### config.mk
export PLATFORM = sky130hd
export DESIGN_NAME = dec_nto1h_seq
export DESIGN_NICKNAME = d
export VERILOG_FILES = /design/src/rtl/dec_pkg.sv /design/src/rtl/dec_scan_ctr.sv /design/src/rtl/dec_nto1h_seq.sv
export SDC_FILE = /design/constraint.sdc
export NUM_CORES = 1
export LEC_CHECK = 0
export CAP_MARGIN = 0
export CORE_UTILIZATION = 30
export DETAILED_ROUTE_END_ITERATION = 10
export GPL_TIMING_DRIVEN = 0
export PLACE_DENSITY_LB_ADDON = 0.08
export SYNTH_ARGS = -nofsm -noshare
export SYNTH_HDL_FRONTEND = slang
export SYNTH_SLANG_ARGS = --single-unit
### constraint.sdc
create_clock -name clk -period 1.8 [get_ports clk]
set_clock_uncertainty 0.1 [all_clocks]
set_input_delay 0.18 -clock clk [delete_from_list [all_inputs] [get_ports clk]]
set_output_delay 0.18 -clock clk [all_outputs]
set_load 0.005 [all_outputs]
### src/rtl/dec_pkg.sv
// dec_pkg: shared types, constants and one-hot helper for dec_nto1h_seq.
// Contents: state_e (ST_IDLE/ST_DIRECT/ST_SCAN), MODE_DIRECT/MODE_SCAN,
// MAX_N/MAX_W (largest supported code/output width), dec_onehot().
package dec_pkg;
    typedef enum logic [1:0] {ST_IDLE, ST_DIRECT, ST_SCAN} state_e;
    localparam logic MODE_DIRECT = 1'b0;
    localparam logic MODE_SCAN   = 1'b1;
    localparam int   MAX_N       = 8;
    localparam int   MAX_W       = 1 << MAX_N;
    function automatic logic [MAX_W-1:0] dec_onehot(input int unsigned i);
        return MAX_W'(1) << i;
    endfunction
endpackage

### src/rtl/dec_scan_ctr.sv
// dec_scan_ctr: scan divider and index counter for dec_nto1h_seq.
// Ports: clk, rst_n (async active-low); clr_i clears divider/index/wrap;
// run_i lets the divider count; free_i marks a free output slot;
// step_o fires when the current index is to be loaded; idx_o current index;
// wrap_o one-cycle pulse after the last index (2^N-1) has been stepped.
module dec_scan_ctr #(
    parameter int N        = 3,
    parameter int SCAN_DIV = 4
) (
    input  logic         clk,
    input  logic         rst_n,
    input  logic         clr_i,
    input  logic         run_i,
    input  logic         free_i,
    output logic         step_o,
    output logic [N-1:0] idx_o,
    output logic         wrap_o
);
    localparam int DW = SCAN_DIV > 1 ? $clog2(SCAN_DIV) : 1;
    localparam logic [DW-1:0] TERM = DW'(SCAN_DIV - 1);
    logic [DW-1:0] div_q, div_d;
    logic [N-1:0]  idx_q, idx_d;
    logic          wrap_q, wrap_d, term;
    assign term   = div_q == TERM;
    assign step_o = run_i & term & free_i & !clr_i;
    assign idx_o  = idx_q;
    assign wrap_o = wrap_q;
    // A stalled terminal count simply holds: neither branch below fires.
    always_comb begin
        div_d  = div_q;
        idx_d  = idx_q;
        wrap_d = 1'b0;
        if (clr_i) begin
            div_d = '0;
            idx_d = '0;
        end else if (step_o) begin
            div_d  = '0;
            idx_d  = idx_q + 1'b1;
            wrap_d = &idx_q;
        end else if (run_i && !term) begin
            div_d = div_q + 1'b1;
        end
    end
    always_ff @(posedge clk or negedge rst_n) begin
        if (!rst_n) begin
            div_q  <= '0;
            idx_q  <= '0;
            wrap_q <= 1'b0;
        end else begin
            div_q  <= div_d;
            idx_q  <= idx_d;
            wrap_q <= wrap_d;
        end
    end
endmodule

### src/rtl/dec_nto1h_seq.sv
// dec_nto1h_seq: registered N-to-2^N one-hot decoder with valid/ready flow
// control and optional auto-scan (built only when DEC_NTO1H_SCAN_EN is defined).
// Ports: clk, rst_n (async active-low); en_i, mode_i (0 direct, 1 scan);
// in_valid_i/in_ready_o/code_i input side; out_valid_o/out_ready_i/onehot_o/
// idx_o output side; scan_wrap_o pulse when the scan index rolls over.
module dec_nto1h_seq
    import dec_pkg::*;
#(
    parameter int N        = 3,
    parameter int SCAN_DIV = 4
) (
    input  logic              clk,
    input  logic              rst_n,
    input  logic              en_i,
    input  logic              mode_i,
    input  logic              in_valid_i,
    output logic              in_ready_o,
    input  logic [N-1:0]      code_i,
    output logic              out_valid_o,
    input  logic              out_ready_i,
    output logic [(1<<N)-1:0] onehot_o,
    output logic [N-1:0]      idx_o,
    output logic              scan_wrap_o
);
    localparam int W = 1 << N;
    state_e         state_q, state_d;
    logic           out_valid_q, out_valid_d;
    logic [W-1:0]   onehot_q, onehot_d;
    logic [N-1:0]   idx_q, idx_d, sel_idx, scan_idx;
    logic           slot_free, change, accept, scan_step;
    assign slot_free  = !out_valid_q | out_ready_i;
    assign in_ready_o = (state_q == ST_DIRECT) & slot_free;
    assign accept     = in_valid_i & in_ready_o;
    assign change     = state_d != state_q;
    assign sel_idx    = accept ? code_i : scan_idx;
`ifdef DEC_NTO1H_SCAN_EN
    dec_scan_ctr #(.N(N), .SCAN_DIV(SCAN_DIV)) u_scan (
        .clk    (clk),
        .rst_n  (rst_n),
        .clr_i  (change),
        .run_i  (state_q == ST_SCAN),
        .free_i (slot_free),
        .step_o (scan_step),
        .idx_o  (scan_idx),
        .wrap_o (scan_wrap_o)
    );
`else
    localparam int unused_scan_div = SCAN_DIV;
    logic unused_mode;
    assign unused_mode = mode_i;
    assign scan_step   = 1'b0;
    assign scan_idx    = '0;
    assign scan_wrap_o = 1'b0;
`endif
    always_comb begin
        state_d = en_i ? ST_DIRECT : ST_IDLE;
`ifdef DEC_NTO1H_SCAN_EN
        if (en_i && mode_i == MODE_SCAN) state_d = ST_SCAN;
`endif
    end
    // A state change wins over everything and drops any held word silently.
    always_comb begin
        out_valid_d = out_valid_q;
        onehot_d    = onehot_q;
        idx_d       = idx_q;
        if (change) begin
            out_valid_d = 1'b0;
            onehot_d    = '0;
            idx_d       = '0;
        end else if (accept || scan_step) begin
            out_valid_d = 1'b1;
            onehot_d    = W'(dec_onehot(int'(sel_idx)));
            idx_d       = sel_idx;
        end else if (out_valid_q && out_ready_i) begin
            out_valid_d = 1'b0;
            onehot_d    = '0;
        end
    end
    always_ff @(posedge clk or negedge rst_n) begin
        if (!rst_n) begin
            state_q     <= ST_IDLE;
            out_valid_q <= 1'b0;
            onehot_q    <= '0;
            idx_q       <= '0;
        end else begin
            state_q     <= state_d;
            out_valid_q <= out_valid_d;
            onehot_q    <= onehot_d;
            idx_q       <= idx_d;
        end
    end
    assign out_valid_o = out_valid_q;
    assign onehot_o    = onehot_q;
    assign idx_o       = idx_q;
endmodule

Word-level counts from Yosys, hierarchy flattened
Cells that the tools add are included.
W data, S select, Z words.

storage, ports and cells
  word-level logic and storage cells = 24
  output and inout port bits = 14
  register bits after elaboration = 13

operators by class
  shift operators = 1
  bitwise gates (word level) = 3
  reduce and logical (&&, ||, !) cells = 4
  equal/unequal tests = 2
  muxes and demuxes = 10

operators by type and width
  kind                   count
  $mux W8                3
  $mux W3                3
  $shl A1 B3 Y8 const A  1
  $mux W1                4
  $reduce_bool A3 Y1     1
  $and A1 B1 Y1          2
  $reduce_bool A2 Y1     1
  $eq A1 B1 Y1 const B   1
  $logic_and A1 B1 Y1    1
  $logic_not A1 Y1       1
  $ne A1 B1 Y1           1
  $or A1 B1 Y1           1

Depth between registers and ports, before layout
  depth after elaboration = 8
  mapped depth = 3

Least setup slack after synthesis
OpenSTA, ideal clock, no wires.

  kind = flip-flop to flip-flop
  start point = register state_q[0]
  end point = register onehot_q[1] (netlist: onehot_o[1])
  arrival = 993 ps
  stages on the path, launching flop included = 4
  slack = 585 ps
  required time = 1578 ps
  setup time = 122 ps
  period minus slack after synthesis = 1215 ps
  path buffers = 0
  cell sequence = dfrtp_1 > and2_1 > and3_1 > a32o_1

on the way
  word-level cells in the longest chain between the ends = 7
  elaborated cells between the ends (all ways) = 9
  those cells by class = eq/ne (2); shift (1); mux (3); bitwise (2); reduce/logical (1)

RTL lines
  item                    RTL line             text
  start, declared         dec_nto1h_seq.sv:26  state_e state_q, state_d;
  start signal, assigned  dec_nto1h_seq.sv:86  state_q <= state_d;
  $eq A1 B1 Y1            dec_nto1h_seq.sv:32  assign in_ready_o = (state_q == ST_DIRECT) & slot_free;
  $and A1 B1 Y1           dec_nto1h_seq.sv:32
  $and A1 B1 Y1           dec_nto1h_seq.sv:33  assign accept = in_valid_i & in_ready_o;
  $mux W3                 dec_nto1h_seq.sv:35  assign sel_idx = accept ? code_i : scan_idx;
  $shl A1 B3 Y8           dec_pkg.sv:11        return MAX_W'(1) << i;
  $mux W8                 dec_nto1h_seq.sv:70  end else if (accept || scan_step) begin
  $mux W8                 dec_nto1h_seq.sv:66  if (change) begin
  end signal, assigned    dec_nto1h_seq.sv:88  onehot_q <= onehot_d;
  end, declared           dec_nto1h_seq.sv:28  logic [W-1:0] onehot_q, onehot_d;

Parallel ways exist; a longest one is shown, timed or not.
A chain may end at the register's enable or synchronous reset.

Worst setup path after layout
  start point = input port out_ready_i
  end point = output port in_ready_o

on the way
  word-level cells in the longest chain between the ends = 2

RTL lines
  item             RTL line             text
  start, declared  dec_nto1h_seq.sv:20  input logic out_ready_i,
  $or A1 B1 Y1     dec_nto1h_seq.sv:31  assign slot_free = !out_valid_q | out_ready_i;
  $and A1 B1 Y1    dec_nto1h_seq.sv:32
  end, declared    dec_nto1h_seq.sv:17  output logic in_ready_o,

Every way passes these cells.

==> run summary <==
The run finished with clean final reports. In this run the power density over the cells is 680.4 nW/µm². The final period demand of the worst path came out at 1.729 ns. The final cycle utilization of the critical path is 96.03%. In the post-synthesis netlist, the biggest area contributors are sky130_fd_sc_hd__dfrtp_1 (57%), sky130_fd_sc_hd__a32o_1 (14%), sky130_fd_sc_hd__a21oi_1 (2.6%), sky130_fd_sc_hd__nand3_1 (2.6%), sky130_fd_sc_hd__o21ai_0 (2.6%). Setup violations remaining at the end of the flow were counted as 0. At the worst endpoint, the arrival time is 1.45 ns. The first global-routing pass estimated 1987 µm of wire. The peak ir drop on the vdd network came out at 0.3471 mV.

The synthesized design devotes to its leading area cell type 56.52% of total area. The count of inserted antenna diode cells is 0. The delay of the slowest critical-path stage is 0.50 ns. Synthesis inferred 13 register bits.

The most numerous cell type found on the critical path is sky130_fd_sc_hd__clkdlybuf4s50_1. Setup repair after global routing left no endpoint under its margin. Once the clock tree was built, the setup fixing pass inserted 0 buffers. Counting every instance in the synthesized netlist gives 51. The number of clock sinks is 13. The layout-stage area growth over the synthesis result came out at 46.09%. The count of distinct cell types in the synthesized netlist came out at 21. The count of nets left with antenna violations once routing finished came out at 0. The total negative setup slack came out at 0 ns. The proportion of synthesized flip-flops having asynchronous set or reset came out at 100.0%. The via count normalized by instance count is 5.040. The clock passes through at most 2 buffers. The sequential fraction of the synthesis area is 56.52%. The required arrival time at the worst endpoint came out at 1.52 ns. Summing over every cut layer, the via total after detailed routing is 504. CTS built an H-tree with a depth of 1. The maximum frequency from static timing analysis is 578.5 MHz. The count of pins over their slew limit is 0. The dominant synthesized flop cell is sky130_fd_sc_hd__dfrtp_1. The highest fanout seen on the critical path came out at 6. The routed design has 1284 µm of wire.

The leakage power summed over all cells came out at 0.3517 nW. By instance count, the leading cell after synthesis is sky130_fd_sc_hd__dfrtp_1. The congestion estimate from routability-driven global placement came to 0.8108.

The net count of the finished layout came out at 85. Leaving out filler cells and counting taps, the final layout contains 100. After synthesis, the most frequently instantiated cells are sky130_fd_sc_hd__dfrtp_1 (13), sky130_fd_sc_hd__a32o_1 (8), sky130_fd_sc_hd__a21oi_1 (3), sky130_fd_sc_hd__nand3_1 (3), sky130_fd_sc_hd__o21ai_0 (3).

For this configuration, the core starts out at a cell density of 32.62%. The post-CTS clock slew at the launch and capture registers of the worst setup and hold paths is 0.07 ns. The area share of xor/xnor cells in the synthesized design is 1.522%. The fraction of the mapped netlist area in adder cells came out at 0%. The source-to-sink clock delay at the later pin of the worst-skew pair is 0.26 ns. The number of nets handed over by synthesis was 60. The remaining max-slew budget at the tightest pin came out at 58.12%. The die covers 2098 µm². The synthesized-area fraction occupied by ao, oa, aoi and oai cells came out at 22.61%. The row count came out at 15.

The simple-gate portion of the synthesized area came out at 16.74%. The number of fill cells came out at 192. Buffers inserted during clock tree synthesis total 3. The residual overflow from global routing came out at 0. The main combinational cell family by area after synthesis is compound AO/OA/AOI/OAI gates.

The synthesized design contains 0 enable-type register cells. The count of yosys warnings during synthesis is 0. The share of post-route cells with drive strength above 1 came out at 8.000%. The via count of the first global-routing pass came out at 458.

For this run, the detailed router's first-pass iteration total came to 4. The cell count after placement is 96. The number of buffers added on ports came out at 20.

The overall fraction of global-route tracks in use came out at 13.81%. The area of the core came out at 1764 µm². The path class of the tightest hold or removal check is in2async.

The pin count of the biggest net entering global routing is 14. The actual slew at the worst max-slew pin came out at 0.6258 ns. The kind of end point of the critical path is a primary output. The clock tree root buffer cell is sky130_fd_sc_hd__clkbuf_4.

The synthesized design spends more area on one cell type than any other, namely sky130_fd_sc_hd__dfrtp_1. The wire-length estimate of the detail-placed layout is 966.7 µm. The portion of netlist area occupied by mux cells came out at 0%.

The library cell contributing the largest single delay on the critical path is sky130_fd_sc_hd__clkdlybuf4s50_1. The initial antenna violation count was 0. The die boundary height came out at 45.80 µm. The final routed wire length divided by cell count is 12.84 µm.

The synthesized netlist occupies a cell area of 575.6 µm². The TritonCTS clock tree is done. The synthesized area divided by synthesized cell count is 11.29 µm².

The residual DRC count is 0. Traced cell by cell, the critical path runs through clkdlybuf4s50_1 > nand2b_4 > and2_1 > clkdlybuf4s50_1. The critical path is of the in2out type. The floorplan step set the die width to 45.80 µm. 23 I/O pins were placed. The detailed router finished its first iteration with 17 violations. The worst setup path is launched from an input pin. The number of maximum-capacitance constraint violations came out at 0.

The number of failing hold endpoints at the final stage is 0.
[cell families (layout without fill, tap and decap cells)]
family / count (synthesis) / count (layout)
DFF: 13 / 13
and+or+nand+nor: 17 / 17
other: 1 / 1
buffers and inverters: 2 / 26
xor gates and xnor gates: 1 / 1
AOI/OAI and AO/OA: 17 / 17
[sequential cells by signal, indices dropped and copies added (netlist names)]
signal / cells
state_q: 1
onehot_o: 8
out_valid_o: 1
idx_o: 3
[metrics by stage]
| stage | util (%) | worst slack (ns) | power [mW] | instance area [µm²] | hold slack, ns |
|---|---|---|---|---|---|
| final | 47.66 | 0.07143 | 0.5721 | 840.8 | 0.1854 |
| after CTS | 47.23 | 0.002050 | 0.5827 | 833.3 | 0.1961 |
| after floorplan | - | 0.5853 | 0.3513 | 575.6 | -0.2156 |
| after global routing | 47.66 | 0.004915 | 0.6158 | 840.8 | 0.2268 |
| after detailed placement | 45.74 | -0.04355 | 0.4069 | 807.0 | 0.4159 |
| after global placement | 45.74 | -0.01786 | 0.4068 | 807.0 | 0.4193 |
[layout make-up]
type	count	area, µm²	share of cell area [%]
well taps	25	31.28	3.720
repair buffers	20	200.2	23.81
multi-input cells	36	246.5	29.32
plain buffers	1	7.507	0.8929
inverters	1	3.754	0.4464
flip-flops and latches	13	325.3	38.69
clock buffers	4	26.28	3.125
[path summary, 6_finish.rpt]
check / start / to / slack, ns / cells past startpoint
hold / removal: rst_n / out_valid_o / 0.19 / 1
setup / recovery: out_ready_i / in_ready_o / 0.07 / 4
min in group clk: en_i / state_q[0] / 0.40 / 1
max in group asynchronous: rst_n / onehot_o[0] / 1.03 / 1
hold reg to reg: onehot_o[0] / onehot_o[0] / 0.43 / 1
setup reg to reg: out_valid_o / onehot_o[0] / 0.36 / 3
[cells in the final DEF (no fill, tap or decap), drive strengths merged]
master and count:
clkdlybuf4s50 20, dfrtp 13, a32o 8, o21ai 4, clkbuf 4, nand3 3
a21oi 3, and2 2, nor2b 2, nand2 2, nor3 2, nor3b 2
and3 2, nand2b 1, inv 1, a2bb2oi 1, xor2 1, nor2 1
o22ai 1, buf 1, conb 1
[layer usage]
metal | GRT usage (%) | share of wire (%)
met1 | 17.41 | 45
met2 | 21.43 | 46
met3 | 3.968 | 7.8
met4 | 7.059 | 0.39
met5 | 0 | 0
[power breakdown]
group / switching [mW] / internal [mW]
clock: 0.0841 / 0.0856
sequential: 0.00768 / 0.302
combinational: 0.0439 / 0.0489
total: 0.136 / 0.436
[worst max-delay path: cells and delay by family]
kind	cells	cell delay [ns]
buffers and inverters	2	0.99
AND/OR/NAND/NOR	2	0.28
[timing repair]
item	in CTS	in global routing
gates resized for setup	0	1
hold buffers	0	0
setup endpoints to repair	0	1
endpoints found under the hold margin	0	0
Note: power is estimated with default switching activity, not from simulation.
